### src/rtl/tail_bits_extractor_parallel.sv
// tail_bits_extractor_parallel
// Decoder-side tail stage. It passes the K/8 byte-parallel x/z/z' data beats of
// a code block downstream with one cycle of latency. It then strips the single
// tail beat and unpacks its 12 termination bits into the trellis tails of both
// constituent encoders.
module tail_bits_extractor_parallel #(
    parameter int K_SMALL = 1056,
    parameter int K_LARGE = 6144,
    parameter int CNT_W   = 10
) (
    input  logic       clock,
    input  logic       reset,
    input  logic       in_valid,
    input  logic       in_sop,
    input  logic       blk_size_sel,
    input  logic [7:0] xk_in,
    input  logic [7:0] zk_in,
    input  logic [7:0] zk_prime_in,
    output logic       out_valid,
    output logic       out_sop,
    output logic       out_eop,
    output logic [7:0] xk_out,
    output logic [7:0] zk_out,
    output logic [7:0] zk_prime_out,
    output logic [2:0] tail_x1,
    output logic [2:0] tail_z1,
    output logic [2:0] tail_x2,
    output logic [2:0] tail_z2,
    output logic       tail_valid,
    output logic       tail_err,
    output logic       proto_err
);

    localparam int NB_SMALL_I = K_SMALL / 8;
    localparam int NB_LARGE_I = K_LARGE / 8;
    localparam logic [CNT_W-1:0] NB_SMALL = NB_SMALL_I[CNT_W-1:0];
    localparam logic [CNT_W-1:0] NB_LARGE = NB_LARGE_I[CNT_W-1:0];
    localparam logic [CNT_W-1:0] CNT_ZERO = {CNT_W{1'b0}};
    localparam logic [CNT_W-1:0] CNT_ONE  = {{(CNT_W-1){1'b0}}, 1'b1};

    typedef enum logic [1:0] {
        ST_IDLE = 2'd0,
        ST_DATA = 2'd1,
        ST_TAIL = 2'd2
    } state_t;

    // Termination bits are interleaved over the low nibbles of the three lanes;
    // result is {tail_x1, tail_z1, tail_x2, tail_z2}.
    function automatic logic [11:0] unpack_tail(input logic [3:0] x_lo,
                                                input logic [3:0] z_lo,
                                                input logic [3:0] zp_lo);
        logic [2:0] x1;
        logic [2:0] z1;
        logic [2:0] x2;
        logic [2:0] z2;
        x1 = {z_lo[1],  zp_lo[0], x_lo[0]};
        z1 = {zp_lo[1], x_lo[1],  z_lo[0]};
        x2 = {z_lo[3],  zp_lo[2], x_lo[2]};
        z2 = {zp_lo[3], x_lo[3],  z_lo[2]};
        return {x1, z1, x2, z2};
    endfunction

    // The upper nibbles of a tail beat carry nothing and must be zero.
    function automatic logic tail_nibble_err(input logic [3:0] x_hi,
                                             input logic [3:0] z_hi,
                                             input logic [3:0] zp_hi);
        return |{x_hi, z_hi, zp_hi};
    endfunction

    state_t           state_r;
    logic [CNT_W-1:0] cnt_r;
    logic [CNT_W-1:0] nbeats_r;
    logic             out_valid_r;
    logic             out_sop_r;
    logic             out_eop_r;
    logic [7:0]       xk_out_r;
    logic [7:0]       zk_out_r;
    logic [7:0]       zk_prime_out_r;
    logic [11:0]      tail_r;
    logic             tail_valid_r;
    logic             tail_err_r;
    logic             proto_err_r;

    logic [CNT_W-1:0] cnt_inc_s;
    logic [CNT_W-1:0] nbeats_sel_s;

    assign cnt_inc_s    = cnt_r + CNT_ONE;
    assign nbeats_sel_s = blk_size_sel ? NB_LARGE : NB_SMALL;

    // Block FSM: consumes valid beats, forwards data, unpacks the tail beat.
    always_ff @(posedge clock) begin
        if (!reset) begin
            state_r        <= ST_IDLE;
            cnt_r          <= CNT_ZERO;
            nbeats_r       <= CNT_ZERO;
            out_valid_r    <= 1'b0;
            out_sop_r      <= 1'b0;
            out_eop_r      <= 1'b0;
            xk_out_r       <= 8'h00;
            zk_out_r       <= 8'h00;
            zk_prime_out_r <= 8'h00;
            tail_r         <= 12'h000;
            tail_valid_r   <= 1'b0;
            tail_err_r     <= 1'b0;
            proto_err_r    <= 1'b0;
        end else begin
            out_valid_r  <= 1'b0;
            out_sop_r    <= 1'b0;
            out_eop_r    <= 1'b0;
            tail_valid_r <= 1'b0;
            tail_err_r   <= 1'b0;
            proto_err_r  <= 1'b0;
            if (in_valid && in_sop) begin
                // A sop always opens a block; outside IDLE it also aborts the one in flight.
                proto_err_r    <= (state_r != ST_IDLE);
                nbeats_r       <= nbeats_sel_s;
                cnt_r          <= CNT_ONE;
                out_valid_r    <= 1'b1;
                out_sop_r      <= 1'b1;
                xk_out_r       <= xk_in;
                zk_out_r       <= zk_in;
                zk_prime_out_r <= zk_prime_in;
                state_r        <= ST_DATA;
            end else if (in_valid) begin
                case (state_r)
                    ST_IDLE: begin
                        proto_err_r <= 1'b1;
                        state_r     <= ST_IDLE;
                    end
                    ST_DATA: begin
                        out_valid_r    <= 1'b1;
                        xk_out_r       <= xk_in;
                        zk_out_r       <= zk_in;
                        zk_prime_out_r <= zk_prime_in;
                        cnt_r          <= cnt_inc_s;
                        if (cnt_inc_s == nbeats_r) begin
                            out_eop_r <= 1'b1;
                            state_r   <= ST_TAIL;
                        end else begin
                            state_r   <= ST_DATA;
                        end
                    end
                    ST_TAIL: begin
                        tail_r       <= unpack_tail(xk_in[3:0], zk_in[3:0], zk_prime_in[3:0]);
                        tail_valid_r <= 1'b1;
                        tail_err_r   <= tail_nibble_err(xk_in[7:4], zk_in[7:4], zk_prime_in[7:4]);
                        cnt_r        <= CNT_ZERO;
                        state_r      <= ST_IDLE;
                    end
                    default: begin
                        cnt_r   <= CNT_ZERO;
                        state_r <= ST_IDLE;
                    end
                endcase
            end else begin
                state_r <= state_r;
            end
        end
    end

    assign out_valid    = out_valid_r;
    assign out_sop      = out_sop_r;
    assign out_eop      = out_eop_r;
    assign xk_out       = xk_out_r;
    assign zk_out       = zk_out_r;
    assign zk_prime_out = zk_prime_out_r;
    assign tail_x1      = tail_r[11:9];
    assign tail_z1      = tail_r[8:6];
    assign tail_x2      = tail_r[5:3];
    assign tail_z2      = tail_r[2:0];
    assign tail_valid   = tail_valid_r;
    assign tail_err     = tail_err_r;
    assign proto_err    = proto_err_r;

endmodule

### config.mk
export PLATFORM = sky130hd
export DESIGN_NAME = tail_bits_extractor_parallel
export DESIGN_NICKNAME = d
export VERILOG_FILES = /design/src/rtl/tail_bits_extractor_parallel.sv
export SDC_FILE = /design/constraint.sdc
export NUM_CORES = 1
export LEC_CHECK = 0
export ABC_AREA = 1
export CAP_MARGIN = 20
export CORE_ASPECT_RATIO = 0.7
export CORE_MARGIN = 2
export CORE_UTILIZATION = 49
export DETAILED_ROUTE_END_ITERATION = 7
export PLACE_DENSITY_LB_ADDON = 0.08
export SETUP_SLACK_MARGIN = 0.2
export SLEW_MARGIN = 20
export SYNTH_ARGS = -nofsm -noshare
export SYNTH_HDL_FRONTEND = slang
export SYNTH_SLANG_ARGS = --single-unit
### constraint.sdc
create_clock -name clock -period 3.56 [get_ports clock]
set_input_delay 0.89 -clock clock [delete_from_list [all_inputs] [get_ports clock]]
set_output_delay 0.89 -clock clock [all_outputs]
set_load 0.05 [all_outputs]
After elaboration in Yosys (flattened, before gate mapping):

Index checks and enable logic that the tools add are counted.

* register bits: 64
* RAM bits: 0
* memories kept: 0
* logic and storage cells: 66
* latch bits: 0
* ROM bits: 0

* $add $sub $neg: 1
* eq/ne operators: 4
* divide/modulo/power cells: 0
* multiplexer cells: 26
* multiply operators: 0
* $lt $le $gt $ge: 0
* shifts and indexed selects: 0
* reductions and logical operators: 14
* bitwise logic cells: 6

Operators by type and width (number)
* $mux 8: 9
* $pmux 10 s2: 1
* $mux 1: 13
* $reduce_or 12->1: 1
* $add 10x1->10 const B: 1
* $eq 10x10->1: 1
* $mux 10: 1
* $reduce_or 4->1: 2
* $not 1->1: 6
* $reduce_and 2->1: 3
* $reduce_bool 2->1: 3
* $mux 2: 2
* $reduce_and 3->1: 1
* $reduce_or 3->1: 1
* $eq 2x1->1 const B: 1
* $eq 2x2->1 const B: 1
* $logic_not 2->1: 1
* $ne 2x2->1 const B: 1
* $reduce_or 2->1: 1
* $logic_and 1x1->1: 1

Longest topological paths before layout:

Gate-level depths: netlist of run 1.

* depth in word-level cells: 6
* gate-level depth with buffers: 12

Least setup slack after synthesis of run 1:

OpenSTA, ideal clock, no wires.

* kind: in2reg
* from: input in_sop
* to: register tail_r[10]
* library setup time: 0.116 ns
* path slack: 1.816 ns
* data arrival time: 1.628 ns
* path buffers: 1
* required time: 3.444 ns
* stages on the path: 5
* path through: nor4_4 inv_1 clkbuf_1 nor2_1 nor2_1

* longest elaborated chain between the ends: 3

RTL lines
* start: declaration: RTL line 14 `input logic in_sop,`
* $logic_and 1x1->1: RTL line 113 `if (in_valid && in_sop) begin`
* $not 1->1 (no source line)
* $reduce_and 3->1 (no source line)
* end signal: assignment: RTL line 144 `tail_r <= unpack_tail(xk_in[3:0], zk_in[3:0], zk_prime_in[3:0]);`
* end: declaration: RTL line 79 `logic [11:0] tail_r;`

No other way between the ends.
A chain may end at the register's enable or synchronous reset.

Worst setup path in the final report of run 1:

* from: input in_valid
* to: register zk_prime_out_r[7], in the netlist zk_prime_out[7]

* longest elaborated chain between the ends: 3
* elaborated cells between the ends (all ways): 5

RTL lines
* start: declaration: RTL line 13 `input logic in_valid,`
* $logic_and 1x1->1: RTL line 113
* $reduce_bool 2->1 (no source line)
* $reduce_and 2->1 (no source line)
* end signal: assignment: RTL line 122 `zk_prime_out_r <= zk_prime_in;`
* end signal: assignment: RTL line 134 `zk_prime_out_r <= zk_prime_in;`
* end: declaration: RTL line 78 `logic [7:0] zk_prime_out_r;`

Parallel ways exist; a longest one is shown, timed or not.

==> metrics.md, run 1 <==
| Metric | Value |
|---|---|
| Setup tns final | 0 ns |
| Fin nets | between 400 and 500 |
| P&R area growth vs syn | 36.3% |
| # diodes | 0 |
| Internal power | between 0.0008 and 0.0009 W |
| Hold EP | zk_out[1] |
| Synth Cell Area | roughly 0.0023 sq mm |
| Via/cell ratio | 5.05 |
| Synth cell types | 29 |
| FMAX | 378 MHz |
| Post-synth EDFFs | 0 |
| Worst setup SP type | input port |
| Crit path required time | between 3 and 4 ns |
| Crit path kind | in2reg |
| Clock sink count | 56 |
| CORE AREA | roughly 0.0044 sq mm |
| Worst Reg-to-Reg Cells | 7 |
| Ys async rst share | 0% |
| Met3 Wirelength | ~500 microns |
| Outcome | finished clean |
| Synth warn | 0 |
| Worst rel slew slack | just over 50% |
| Max Cap Viol | 0 |
| Clock Latency Late Sink | a little over 0.3 ns |
| Clock skew | 0.00696 ns |
| Grt total ovfl | 0 |
| Most used flip-flop cell after synthesis | dfxtp_1 |
| Top cell type's share of synthesized area | around 50% |
| DR iter-0 viols | approximately 180 |
| Final setup viols | 0 |
| Top cells by area, synth | dfxtp_1 50%, nor2_1 15%, o21ai_0 9.1% |
| Gate power share | around 20% |
| IO Pins | 71 |
| H-Tree Depth | 2 |
| Seq pwr share | 52.7% |
| GP Congestion | around 0.87 |
| Worst R2R Start | state_r[1] |
| Clk root buf | clkbuf_8 |
| WL met1 | between 2000 and 3000 microns |
| Post-cts gate resize count | 0 |
| Register area share after synthesis | between 40% and 50% |
| Area after DPL | between 0.002 and 0.003 sq mm |
| Number of I/O port buffers | 70 |
| Reg clk slew, reported paths | around 0.10 ns |
| Synth cell count leaders | 88 x nor2_1, 56 x dfxtp_1, 41 x nand2_1, 41 x o21ai_0, 18 x inv_1 |
| Area leader, netlist | dfxtp_1 |
| Net switching power | approximately 0.00039 W |
| Worst slew pin tran | 0.723 ns |
| Iteration count of the initial detailed-routing pass | 4 |
| Starting Density | about 50% |
| Yosys reg bits | between 50 and 60 |
| Terminus of the critical flop-to-flop path | zk_prime_out[7] |
| Die X-Extent | ~85 microns |
| Max-slew violation count | 0 |
| DRT antenna net count | 0 |
| Gr usage total | between 20% and 30% |
| Top Metal Used | met4 |
| Die height | 60.8 microns |
| CTS Buf Count | 5 |
| Switching share of power | 30.5% |
| Cell with the most instances after synthesis | nor2_1 |
| Initial antenna violation count | 0 |
| Peak VDD IR | roughly 260 uV |
| Pin count of the biggest net entering global routing | 41 |
| TritonCTS clock tree | built |
| Worst Hold Depth | 2 |
| Met2 wire len | roughly 2300 microns |
| Syn avg cell area | about 7.4 sq um |
| Rows | 20 |
| First-pass GRT wire length | approximately 9200 microns |
| CTS Hold Bufs | 0 |
| Data arrival time of the worst path | 2.85 ns |
| Final Hold Fails | 0 |
| Die ar. | between 0.005 and 0.006 sq mm |
| Hold_sp | zk_out[1] |
| DRC violations left | 0 |
| Vias in the first global route | approximately 1900 |
| Wire per inst | roughly 13 microns |
| Via count | ~2200 |
| Syn_nets | approximately 330 |
| Tmin final | between 2 and 3 ns |
| Fillers | 384 |
| Design Area, Final | slightly above 0.003 sq mm |
| Leakage power | around 1.2 nW |
| PwrDens | 414 mW/mm^2 |
| Reg2reg setup slack | approximately 1.6 ns |
| Clk pwr share | between 20 and 30% |
| Synthesized instance count | 304 |
| Post-CTS setup buffer count | 0 |
| DPL Wire Length | between 3000 and 4000 microns |
| Post-route clock period utilization | 74.3% |
| RSZ-0062 raised after global routing | no |
| Fraction of layout cells with a size suffix above 1 | 6.70% |
| Total Wirelength | approximately 5500 microns |
| Crit. End Element | flop |
| CP max FO | 26 |
| Max clock buf depth | 2 |
| Worst hold path type | reg2reg |
[cell type report]
class                      count  area [sq um]  share of cell area, %
inverter                      20          75.1                   2.44
sequential                    56          1120                   36.5
clock buffer                   5          68.8                   2.24
clock inverter                 3          23.8                  0.773
tap                           55          68.8                   2.24
timing repair buffer          72           716                   23.3
multi-input combinational    217          1000                   32.6
[sequential cells by signal, indices dropped and copies added (netlist names)]
signal        cells
tail_r           12
cnt_r            10
xk_out            8
zk_out            8
zk_prime_out      8
nbeats_r          2
state_r           2
out_eop           1
out_sop           1
out_valid         1
proto_err         1
tail_err          1
tail_valid        1
[kinds of logic after synthesis]
kind of cell	count (synthesis)	synth area share [%]
adder cells (fa/ha/maj)	1	0.554
AO/OA/AOI/OAI	58	13.8
AND/OR/NAND/NOR	157	29.7
XOR/XNOR	1	0.388
flip-flops	56	49.7
buffers and inverters	31	5.93
[cell usage in the layout, fill, tap and decap left out, types with 3 or more instances in the layout]
cell type	count
nor2_1	88
clkdlybuf4s50_1	70
dfxtp_1	56
o21ai_0	41
nand2_1	41
inv_1	18
nand3_1	11
a21oi_1	10
nand2_2	5
clkbuf_8	5
nor2_2	4
nor4_1	3
[power by group through the flow]
| stage | clock [W] | combinational, W | sequential (W) |
|---|---|---|---|
| after global routing | 0.000388 | 0.000266 | 0.000675 |
| after global placement | 0 | 0.000248 | 0.000686 |
| after floorplan | 0 | 0.0000648 | 0.000771 |
| after detailed placement | 0 | 0.000250 | 0.000686 |
| final | 0.000353 | 0.000250 | 0.000671 |
| after CTS | 0.000361 | 0.000251 | 0.000672 |
[routing by layer]
metal | GRT usage, % | vias up
met5 | 0 | -
met4 | 4.76 | 0
met1 | 34.5 | 967
li1 | - | 1109
met2 | 32.8 | 85
met3 | 6.39 | 2
[worst max-delay path, cell delays in order]
cell             delay [ns]
clkdlybuf4s50_1        0.48
nand3_1                0.11
inv_1                  0.18
nor2_4                 0.43
inv_1                  0.46
nor2_1                 0.21
nor2_1                 0.07
[worst max-delay path by stage]
| stage | startpoint | end | slack [ns] | cells past startpoint |
|---|---|---|---|---|
| after global routing | in_valid | zk_prime_out[2] | 0.69 | 7 |
| after floorplan | in_sop | tail_r[10] | 1.82 | 5 |
| after CTS | in_valid | zk_prime_out[7] | 0.91 | 7 |
| after global placement | in_valid | xk_out[2] | 0.65 | 7 |
| after detailed placement | in_valid | zk_prime_out[7] | 0.58 | 7 |
| final | in_valid | zk_prime_out[7] | 0.91 | 7 |
[metrics by stage]
| stage | setup slack [ns] | std cells | util (%) | total power (W) | hold slack [ns] |
|---|---|---|---|---|---|
| after floorplan | 1.82 | 304 | - | 0.000836 | 0.459 |
| after global placement | 0.649 | 420 | 68.1 | 0.000934 | 0.462 |
| after detailed placement | 0.576 | 420 | 68.1 | 0.000936 | 0.471 |
| after CTS | 0.910 | 428 | 70.2 | 0.00128 | 0.493 |
| after global routing | 0.688 | 428 | 70.2 | 0.00133 | 0.513 |
| final | 0.914 | 428 | 70.2 | 0.00127 | 0.491 |
(Power assumes the default switching activity.)
==> inputs of run 2 (changes only) <==
CORE_UTILIZATION = 41   (was 49)
clock period = 2.21 ns   (was 3.56 ns; I/O delays follow)
==> run 2 against run 1 <==
Global-route usage fell by 3.3 points. First-iteration DRC count decreased by 54%. Clock power up 86%. Die area increased by 18%. Combinational power grew 61%. Highest routed layer unchanged. Worst setup slack worse by 0.66 ns. Wire length grew 2.9%. Clock skew fell by 0.0012 ns.
==> metrics.md, run 2 (synthesis gave the netlist of run 1 again) <==
| Metric | Value |
|---|---|
| # diodes | 0 |
| Die ar. | 0.00612 sq mm |
| Worst hold path type | reg2reg |
| Wire per inst | roughly 13 microns |
| Net switching power | between 0.0006 and 0.0007 W |
| Peak VDD IR | between 300 and 400 uV |
| Crit path kind | reg2out |
| DRT antenna net count | 0 |
| Rows | 22 |
| Setup ws final | approximately 0.25 ns |
| CORE AREA | roughly 0.0053 sq mm |
| Grt total ovfl | 0 |
| Worst setup SP type | flop |
| Commonest non-fill, non-tap cell in the layout | nor2_1 |
| GP Congestion | around 0.84 |
| PwrDens | between 600 and 700 mW/mm^2 |
| Via/cell ratio | 4.73 |
| Total Wirelength | around 5700 microns |
| Fraction of layout cells with a size suffix above 1 | 8.16% |
| Leakage power | around 1.7 nW |
| Switching share of power | 28.2% |
| Vias in the first global route | between 1500 and 2000 |
| CP bufs+invs | 1 |
| Worst rel slew slack | slightly above 60% |
| Die height | approximately 66 microns |
| Clock sink count | 56 |
| Number of flip-flops in the largest register | 12 |
| Tmin final | about 2.0 ns |
| Setup tns final | 0 ns |
| Seq pwr share | 50.5% |
| Most frequent cells in the layout | 88 x nor2_1, 56 x dfxtp_1, 41 x o21ai_0, 41 x nand2_1, 29 x clkdlybuf4s50_1 |
| IO Pins | between 70 and 80 |
| H-Tree Depth | 2 |
| Iteration count of the initial detailed-routing pass | 4 |
| Dpl cells | approximately 440 |
| Gate power share | a little under a fifth |
| Die X-Extent | ~93 microns |
| CTS Hold Bufs | 0 |
| Post-CTS setup buffer count | 0 |
| Fin cells | roughly 450 |
| Max incr delay on CP | 0.79 ns |
| Clk root buf | clkbuf_8 |
| Total power | approximately 0.0021 W |
| Worst Reg-to-Reg Cells | 10 |
| Max clock buf depth | 2 |
| Clock Latency Late Sink | roughly 0.3 ns |
| Top reg by flops | tail_r |
| Via count | 2140 |
| Clk pwr share | 30.7% |
| Number of I/O port buffers | 70 |
| Pin count of the biggest net entering global routing | 41 |
| RSZ-0062 raised after global routing | no |
| Max-slew violation count | 0 |
| Worst Hold Depth | 2 |
| Clock skew | between 0.005 and 0.006 ns |
| DR iter-0 viols | a little over 80 |
| Hold_ws | around 0.48 ns |
| First-pass GRT wire length | ~9300 microns |
| Max Cap Viol | 0 |
| Starting Density | 42.7% |
| FMAX | a little over 500 MHz |
| Pre-CTS setup slack | about 0.13 ns |
| DRC violations left | 0 |
| Biggest registers after layout | tail_r: 12 flops, cnt_r: 10 flops |
| Worst slew pin tran | 0.572 ns |
| Gr usage total | between 10% and 20% |
| Crit. End Element | output pin |
| CP max FO | 1 |
| Slowest stage cell, crit path | clkdlybuf4s50_1 |
| Data arrival time of the worst path | 1.41 ns |
| DPL Wire Length | about 4200 microns |
| Crit-path cells | clkdlybuf4s50_1 |
| Post-route clock period utilization | ~89% |
| CTS Buf Count | 5 |
| Crit path required time | ~1.7 ns |
| Internal power | 0.00154 W |
| Final Hold Fails | 0 |
| Outcome | finished clean |
| P&R area growth vs syn | 41.8% |
| Final setup viols | 0 |
| Fin nets | between 400 and 500 |
| Post-cts gate resize count | 21 |
| Family with the most delay on the worst path | buffers and inverters |
| TritonCTS clock tree | built |
| Reg clk slew, reported paths | approximately 0.1 ns |
| Cell depth of the worst setup path | 1 |
| Initial antenna violation count | 0 |
## run 2: cell count changes in the layout (fill, tap and decap cells not counted), sizes merged
cell,delta
buf,+7
clkinvlp,-2
clkbuf,+1
bufinv,+1
dlymetal6s2s,+20
dlygate4sd2,+21
clkdlybuf4s50,-41
## run 2: final cells by class
type / instances / area, sq um
inverter: 20 / 75.1
multi-input combinational: 217 / 1000
clock buffer: 6 / 72.6
timing repair buffer: 79 / 805
fill: 492 / 2080
sequential: 56 / 1120
tap: 72 / 90.1
clock inverter: 2 / 35.0
## run 2: power by group through the flow
| stage | logic (W) | clock network (W) | registers (W) |
|---|---|---|---|
| after detailed placement | 0.000418 | 0 | 0.00111 |
| final | 0.000403 | 0.000657 | 0.00108 |
| after CTS | 0.000406 | 0.000676 | 0.00108 |
| after floorplan | 0.000104 | 0 | 0.00124 |
| after global placement | 0.000416 | 0 | 0.00110 |
| after global routing | 0.000432 | 0.000723 | 0.00109 |
## run 2: per-layer routing
metal	wire, microns	GRT usage, %	part of all wire [%]
met1	2930	27.8	51
met2	2260	29.0	40
met3	469	6.27	8.2
met4	51	4.96	0.89
met5	0	0	0
## run 2: final timing paths
| path | start | slack (ns) | endpoint |
|---|---|---|---|
| max | proto_err | 0.25 | proto_err |
| min | zk_prime_out[4] | 0.48 | zk_prime_out[4] |
| max reg2reg | cnt_r[0] | 0.49 | state_r[0] |
| min reg2reg | zk_prime_out[4] | 0.48 | zk_prime_out[4] |
## run 2: metrics by stage
stage / util (%) / instance area [sq um]
floorplan: - / 2260
detailed placement: 58.1 / 3070
CTS: 59.6 / 3150
global route: 60.6 / 3200
global placement: 58.1 / 3070
finish: 60.6 / 3200
==> inputs of run 3 (changes only) <==
SETUP_SLACK_MARGIN = 0.4   (was 0.2)
==> run 3 against run 2 <==
Total power fell by 0.56%. Sequential share of layout area grew 0.51 points. Maximum frequency increased by 11%. Worst setup slack better by 0.20 ns. Global-route usage is the same. Cell count is 0.66% higher. Die area stayed put. Critical path depth unchanged. Sequential power about the same. Critical path type unchanged. Largest cell class unchanged. Highest routed layer unchanged.
==> metrics.md, run 3 (synthesis gave the netlist of run 1 again) <==
| Metric | Value |
|---|---|
| Outcome | finished clean |
| Biggest registers after layout | tail_r: 12 flops, cnt_r: 10 flops |
| Tmin final | 1.76 ns |
| Family with the most delay on the worst path | buffers and inverters |
| Rows | 22 |
| Grt total ovfl | 0 |
| Crit. End Element | output pin |
| Cell depth of the worst setup path | 1 |
| Setup tns final | 0 ns |
| Max-slew violation count | 0 |
| Number of I/O port buffers | 70 |
| Die ar. | 0.00612 sq mm |
| Crit-path cells | dlygate4sd2_1 |
| Clk root buf | clkbuf_8 |
| Max Cap Viol | 0 |
| Iteration count of the initial detailed-routing pass | 4 |
| Max clock buf depth | 2 |
| H-Tree Depth | 2 |
| CP max FO | 2 |
| Commonest non-fill, non-tap cell in the layout | nor2_1 |
| Via/cell ratio | 4.71 |
| Post-route clock period utilization | between 70 and 80% |
| CORE AREA | about 0.0053 sq mm |
| DR iter-0 viols | 78 |
| Final Hold Fails | 0 |
| Leakage power | around 1.4 nW |
| IO Pins | just over 70 |
| CTS Buf Count | 5 |
| Pin count of the biggest net entering global routing | between 40 and 50 |
| Initial antenna violation count | 0 |
| Clock Latency Late Sink | around 0.3 ns |
| Worst Hold Depth | 2 |
| # diodes | 0 |
| Most frequent cells in the layout | 87 x nor2_1, 55 x dfxtp_1, 41 x nand2_1, 41 x dlygate4sd2_1, 40 x o21ai_0 |
| Area after DPL | about 0.0031 sq mm |
| Die X-Extent | between 90 and 100 microns |
| Number of flip-flops in the largest register | 12 |
| Worst rel slew slack | ~64% |
| Top reg by flops | tail_r |
| Fin nets | between 400 and 500 |
| Slowest stage cell, crit path | dlygate4sd2_1 |
| Crit path kind | reg2out |
| CP bufs+invs | 1 |
| GP Congestion | roughly 0.84 |
| Final setup viols | 0 |
| DPL Wire Length | between 4000 and 5000 microns |
| Data arrival time of the worst path | roughly 1.2 ns |
| Worst hold path type | reg2reg |
| Gr usage total | about a fifth |
| PwrDens | 674 mW/mm^2 |
| First-pass GRT wire length | 9320 microns |
| P&R area growth vs syn | 39.9% |
| Hold_ws | about 0.5 ns |
| FMAX | about 570 MHz |
| Vias in the first global route | 1926 |
| Via count | between 2000 and 2500 |
| CTS Hold Bufs | 0 |
| TritonCTS clock tree | built |
| Fraction of layout cells with a size suffix above 1 | under 10% |
| Reg clk slew, reported paths | approximately 0.1 ns |
| Worst Reg-to-Reg Cells | 12 |
| Total Wirelength | 5670 microns |
| Design Area, Final | between 0.003 and 0.004 sq mm |
| Peak VDD IR | roughly 380 uV |
| Wire per inst | ~12 microns |
| RSZ-0062 raised after global routing | yes |
| DRC violations left | 0 |
| Worst setup SP type | flop |
| DRT antenna net count | 0 |
| Starting Density | a little over two fifths |
| Max incr delay on CP | 0.56 ns |
| Die height | around 66 microns |
| Clock sink count | between 50 and 60 |
| Worst slew pin tran | 0.547 ns |
| Clock skew | ~0.0054 ns |
| Crit path required time | around 1.7 ns |
## run 3: worst paths after layout
check / from / end / slack [ns]
hold reg to reg: zk_out[1] / zk_out[1] / 0.49
setup reg to reg: cnt_r[0] / state_r[0] / 0.58
hold / removal: zk_out[1] / zk_out[1] / 0.49
setup / recovery: xk_out[3] / xk_out[3] / 0.45
## run 3: layout make-up
| cell class | instances | area, sq um |
|---|---|---|
| clock buffers | 6 | 72.6 |
| clock inverters | 2 | 35.0 |
| fillers | 501 | 2130 |
| inverters | 20 | 78.8 |
| multi-input cells | 217 | 1000 |
| flip-flops and latches | 56 | 1120 |
| well taps | 72 | 90.1 |
| repair buffers | 82 | 754 |
## run 3: report_power, final
part | total (W) | internal, W | switching, W | leakage, nW
Combinational | 0.000392 | 0.000134 | 0.000259 | 0.920
Sequential | 0.00108 | 0.00106 | 0.0000245 | 0.458
Clock | 0.000655 | 0.000337 | 0.000318 | 0.0552
## run 3: per-layer routing
metal  share of wire (%)  GRT usage [%]  wire, microns  vias up
met5                   0              0              0        -
met4                0.72           4.96             41        0
met3                 7.0           6.16            398        4
met2                  40           29.1           2260       56
met1                  52           27.8           2970      944
li1                    -              -              -     1137
## run 3: stage by stage
stage               setup slack, ns  power [W]  utilization, %  std cells
floorplan                     0.762    0.00135               -        304
global placement              0.131    0.00152            58.1        444
detailed placement            0.130    0.00152            58.1        444
CTS                           0.431    0.00215            59.1        452
global route                  0.387    0.00223            59.8        455
finish                        0.448    0.00213            59.8        455
## run 3: repair_timing
action	4_1_cts	5_1_grt
setup endpoints to repair	42	43
setup buffers	0	3
pin swaps	0	2
gates cloned	0	0
resized for setup	42	6
## run 3: worst register-to-register path, stage by stage, from the launching register on
cell and delay, ns:
dfxtp_2 0.38, ha_1 0.20, nand2_1 0.11, nor2_2 0.17, nand2_1 0.07, nand2_1 0.07
nand2_1 0.09, nand3_1 0.08, nand2_1 0.05, nor2_1 0.10, nand2_2 0.09, nand2_2 0.07
a21oi_2 0.04
